===== src/rtl/logic_seq.sv =====
// -----------------------------------------------------------------------------
// logic_seq
//
// Multi-cycle sequencer around the ALU's 24-bit single-pass logic unit.
// Bitwise operations take one pass through the logic unit. Shift and rotate
// operations feed the logic unit output back into its in1 input once per
// clock, because one pass only moves the data by one bit. The final value is
// returned as a registered result together with N/Z/C flags.
//
// Ports
//   clk      in   system clock
//   reset_n  in   synchronous active-low reset
//   start    in   request, sampled only while idle
//   op       in   [2:0]  0-3 bitwise/NOT, 4 LSR, 5 ROR, 6 LSL, 7 ROL
//   count    in   [CNT_W-1:0] shift amount, ignored for op 0-3
//   in1      in   [WIDTH-1:0] operand 1
//   in2      in   [WIDTH-1:0] operand 2
//   lu_c     out  [2:0]       logic unit control (latched op)
//   lu_in1   out  [WIDTH-1:0] logic unit in1 (working value)
//   lu_in2   out  [WIDTH-1:0] logic unit in2 (latched operand 2)
//   lu_out   in   [WIDTH-1:0] logic unit output, combinational
//   busy     out  high whenever the sequencer is not idle
//   done     out  one-cycle pulse, result and flags valid from this cycle
//   result   out  [WIDTH-1:0] registered result, held until the next done
//   flag_n   out  result MSB
//   flag_z   out  result is zero
//   flag_c   out  last bit shifted out, 0 for op 0-3
// -----------------------------------------------------------------------------
module logic_seq #(
    parameter int WIDTH = 24,
    parameter int CNT_W = 5
) (
    input  logic             clk,
    input  logic             reset_n,
    input  logic             start,
    input  logic [2:0]       op,
    input  logic [CNT_W-1:0] count,
    input  logic [WIDTH-1:0] in1,
    input  logic [WIDTH-1:0] in2,
    output logic [2:0]       lu_c,
    output logic [WIDTH-1:0] lu_in1,
    output logic [WIDTH-1:0] lu_in2,
    input  logic [WIDTH-1:0] lu_out,
    output logic             busy,
    output logic             done,
    output logic [WIDTH-1:0] result,
    output logic             flag_n,
    output logic             flag_z,
    output logic             flag_c
);

    typedef enum logic [1:0] {
        S_IDLE = 2'd0,
        S_RUN  = 2'd1,
        S_DONE = 2'd2
    } state_t;

    state_t           r_state;
    logic [2:0]       r_op;
    logic [WIDTH-1:0] r_work;
    logic [WIDTH-1:0] r_in2;
    logic [CNT_W-1:0] r_rem;
    logic [WIDTH-1:0] r_result;
    logic             r_done;
    logic             r_flag_n;
    logic             r_flag_z;
    logic             r_flag_c;

    logic             w_carry_cand;

    // Bit that falls off the end during the pass currently in flight:
    // right shifts lose bit 0, left shifts lose the MSB.
    always_comb begin
        w_carry_cand = 1'b0;
        case (r_op)
            3'd4, 3'd5: w_carry_cand = r_work[0];
            3'd6, 3'd7: w_carry_cand = r_work[WIDTH-1];
            default:    w_carry_cand = 1'b0;
        endcase
    end

    // NOTE: all state here is written with non-blocking assignments so every
    // register samples the values from before the edge; lu_out in the RUN
    // branch and the carry candidate both depend on the old r_work.
    always_ff @(posedge clk) begin
        if (!reset_n) begin
            r_state  <= S_IDLE;
            r_op     <= '0;
            r_work   <= '0;
            r_in2    <= '0;
            r_rem    <= '0;
            r_result <= '0;
            r_done   <= 1'b0;
            r_flag_n <= 1'b0;
            r_flag_z <= 1'b0;
            r_flag_c <= 1'b0;
        end else begin
            r_done <= 1'b0;
            case (r_state)
                S_IDLE: begin
                    if (start) begin
                        r_op   <= op;
                        r_work <= in1;
                        r_in2  <= in2;
                        if (!op[2]) begin
                            // Bitwise ops need exactly one pass.
                            r_rem   <= CNT_W'(1);
                            r_state <= S_RUN;
                        end else if (count == '0) begin
                            // Zero-length shift: nothing to iterate, the
                            // operand is the answer and nothing was shifted out.
                            r_rem    <= '0;
                            r_state  <= S_DONE;
                            r_done   <= 1'b1;
                            r_result <= in1;
                            r_flag_n <= in1[WIDTH-1];
                            r_flag_z <= (in1 == '0);
                            r_flag_c <= 1'b0;
                        end else begin
                            r_rem   <= count;
                            r_state <= S_RUN;
                        end
                    end
                end

                S_RUN: begin
                    r_work <= lu_out;
                    r_rem  <= r_rem - 1'b1;
                    if (r_rem == CNT_W'(1)) begin
                        r_state  <= S_DONE;
                        r_done   <= 1'b1;
                        r_result <= lu_out;
                        r_flag_n <= lu_out[WIDTH-1];
                        r_flag_z <= (lu_out == '0);
                        r_flag_c <= w_carry_cand;
                    end
                end

                S_DONE: begin
                    r_state <= S_IDLE;
                end

                default: begin
                    r_state <= S_IDLE;
                end
            endcase
        end
    end

    // Logic unit inputs come straight from registers so the combinational
    // loop through the external logic unit is always broken by a flop.
    assign lu_c   = r_op;
    assign lu_in1 = r_work;
    assign lu_in2 = r_in2;

    assign busy   = (r_state != S_IDLE);
    assign done   = r_done;
    assign result = r_result;
    assign flag_n = r_flag_n;
    assign flag_z = r_flag_z;
    assign flag_c = r_flag_c;

endmodule


===== config.mk =====
export PLATFORM = sky130hd
export DESIGN_NAME = logic_seq
export DESIGN_NICKNAME = d
export VERILOG_FILES = /design/src/rtl/logic_seq.sv
export SDC_FILE = /design/constraint.sdc
export NUM_CORES = 1
export LEC_CHECK = 0
export CAP_MARGIN = 15
export CORE_MARGIN = 4
export CORE_UTILIZATION = 50
export CTS_CLUSTER_DIAMETER = 100
export DETAILED_ROUTE_END_ITERATION = 8
export DONT_BUFFER_PORTS = 1
export PLACE_DENSITY_LB_ADDON = 0.25
export REMOVE_ABC_BUFFERS = 1
export SLEW_MARGIN = 30
export SYNTH_ARGS = -nofsm -noshare
export SYNTH_HDL_FRONTEND = slang
export SYNTH_SLANG_ARGS = --single-unit

===== constraint.sdc =====
create_clock -name clk -period 2.15 [get_ports clk]
set_clock_uncertainty 0.05 [all_clocks]
set_input_delay 0.3225 -clock clk [delete_from_list [all_inputs] [get_ports clk]]
set_output_delay 0.3225 -clock clk [all_outputs]
set_load 0.01 [all_outputs]

==> key figures <==
Synth
  – Mapped Cells: 462
  – Library cells used by synthesis: 39
  – Yosys top cell by area: dfxtp_1
  – Synth Cell Area: 3656 µm²
  – Post-Synth XOR/XNOR Area: 0%
  – Post-Syn Area per Cell: 7.913 µm²
  – Adder-cell share of the synthesized area: less than 1%
  – Yosys warning count: 0
  – Post-synth top area share: between 40% and 50%
  – Ys async rst share: 0%
  – Main combinational cell family by area after synthesis: simple AND/OR/NAND/NOR gates
  – Largest cells by area after synthesis: dfxtp_1, nand2_1, a311oi_1
  – Number of synthesized flops with an enable pin: 0
  – Sequential share of the synthesized area: a little under half
  – Simple-gate area share of the yosys netlist: 28.41%
  – Main synth FF type: dfxtp_1
  – Mux contribution to synthesized area: less than 1%
  – #FFs+latches synth: between 80 and 90
  – Synth Area in Compound Gates: 18.31%

Timing
  – Final Setup Violations: 0
  – Fmax: 512.6 MHz
  – RSZ-0062 raised after global routing: false
  – Final count of pins violating max slew: 0
  – Final Cycle Share: 90.74%
  – Final Hold Fails: 0
  – Setup tns final: 0 ns
  – Slew margin rel.: 66.91%
  – Min cycle time layout: 1.951 ns
  – Worst Tran Pin Value: 0.4956 ns

Global route
  – Overall Global Routing Usage: 23.04%
  – Largest net degree at the start of global routing: roughly 60
  – Initial antenna violation count: 0
  – First-pass GRT wire length: 16130 µm
  – Total gr overflow: 0
  – Number of global-route vias before repair: 3158

Clock network
  – # resized after CTS: 0
  – Clock transition at path regs: 0.09 ns
  – Num CTS Buffers: 9
  – Num Clock Sinks: 85
  – H-tree level count: 3
  – CTS Buffer Depth: 2
  – Post-CTS Setup Bufs: 0
  – Post-CTS Hold Fix Bufs: 0
  – Root buffer cell: clkbuf_8
  – CTS tree: yes
  – Worst skew pair latency: 0.33 ns

Setup path
  – Crit path DAT: 2.17 ns
  – Maximum fanout along the worst path: 26
  – Reg2reg end: flag_c
  – Element type at the critical path start: flip-flop
  – Launching point of the worst reg2reg path: r_rem[1]
  – CP endpoint kind: flip-flop
  – Worst reg2reg setup slack: 0.20 ns
  – Required time worst endpoint: approximately 2.4 ns
  – R2R cell count: 8
  – Setup CP Type: flip-flop to flip-flop

Outcome
  – Status: complete, no violations

Floorplan
  – Die W: between 90 and 100 µm
  – Die Area: approximately 8700 µm²
  – Row count: 30
  – CORE AREA: 6944 µm²
  – Initial Util: 52.65%
  – Die H: 93.51 µm
  – Total I/O pin count: about 160

Layout
  – Fin nets: 530
  – Ant diodes: 0
  – Most used cells in the layout excluding fill and tap cells: nand2_1, dfxtp_1, a311oi_1, a21oi_1
  – Non-filler cells, final: 546
  – Area growth, synth to finish: 9.274%
  – Commonest non-fill, non-tap cell in the layout: nand2_1
  – Share of cells above drive strength 1: approximately 8.9%

Hold path
  – Hold Path Class: primary input to flip-flop
  – Hold_sp: in2[9]
  – Worst Hold End: lu_in2[9]
  – Hold path depth: 2

Drt
  – DRT antenna net count: 0
  – Iter 0 DRT Violations: 130
  – DRC Markers: 0
  – Vias per Instance: 6.016
  – Drt first pass iters: 4
  – Post-DR wirelength/cell: between 15 and 20 µm
  – Via count: 3285
  – Final wirelength: 10350 µm

Placed design
  – DP Wirelength: between 7000 and 8000 µm
  – GP Congestion: 0.8094
  – Placed cell count: between 500 and 600
  – PortBufs: 0

Power and ir drop
  – Worst vdd ir: ~440 µV
  – Power Density: between 900 and 1000 nW/µm²
  – Leakage power: approximately 1.4 nW

Flow run
  – Max cap viols: 0
worst max-delay path, cell delays in order, from the launching register on:
cell     delay [ns]
dfxtp_1        0.38
inv_1          0.09
ha_1           0.18
nor4b_1        0.14
buf_4          0.14
and2_1         0.18
buf_12         0.17
or3b_2         0.44
a21oi_1        0.12
cell type report:
class	instances	area (µm²)
fill	632	2949
multi-input combinational	333	1754
tap	96	120.1
timing repair buffer	13	160.2
sequential	85	1702
inverter	3	11.26
clock buffer	10	137.6
clock inverter	6	110.1
cell families (layout without fill, tap and decap cells):
group,count (synthesis),after routing
simple gates,238,238
compound gates,92,92
flops,85,85
buf+inv,44,32
fa+ha+maj,2,2
mux,1,1
state kept, by name, summed over array words and instances, names as in the netlist:
register / cells
done: 1
flag_c: 1
flag_z: 1
lu_c: 3
lu_in1: 24
lu_in2: 24
r_rem: 5
r_state: 2
result: 24
stage by stage:
step / instance area [µm²] / util, % / worst slack, ns / hold slack (ns) / total power, mW
4_1_cts: 3995 / 57.53 / 0.2202 / 0.04390 / 3.742
2_1_floorplan: 3457 / - / -2.086 / 0.4085 / 2.226
6_report: 3995 / 57.53 / 0.1990 / 0.06379 / 3.725
3_3_place_gp: 3747 / 53.96 / 0.3127 / 0.4102 / 2.369
5_1_grt: 3995 / 57.53 / 0.1002 / 0.04477 / 3.890
3_5_place_dp: 3747 / 53.96 / 0.2650 / 0.4150 / 2.389
how the worst max path moves through the flow:
stage	startpoint	endpoint	slack, ns
2_1_floorplan	r_state[1]	r_rem[1]	-2.09
3_3_place_gp	r_rem[1]	flag_z	0.31
3_5_place_dp	r_rem[1]	flag_c	0.26
4_1_cts	r_rem[1]	flag_c	0.22
5_1_grt	r_rem[1]	result[11]	0.10
6_report	r_rem[1]	flag_c	0.20
routing by layer:
layer	vias up	global-route usage (%)	wire, µm
met2	146	36.87	4858
li1	1595	-	-
met3	10	9.010	1228
met4	0	7.692	125
met5	-	0	0
met1	1534	28.28	4136
cells in the mapped netlist, drive strengths merged, types with 2 or more instances:
cell	count
nand3	3
a211oi	2
clkbuf	30
inv	3
buf	11
nor2	25
a21oi	32
nor3b	3
nor3	26
a311oi	48
ha	2
or3b	2
nand2	152
nand2b	3
a31oi	2
dfxtp	85
nor4	13
o21ai	2
nand4	2
or2	2
where the power goes:
group	switching, mW	leakage, nW	internal [mW]	total, mW
clock network	0.572	0.119	0.802	1.37
registers	0.157	0.697	1.71	1.86
logic	0.301	0.597	0.187	0.489
total	1.03	1.41	2.69	3.72
Power figures use the tool's default switching activity.
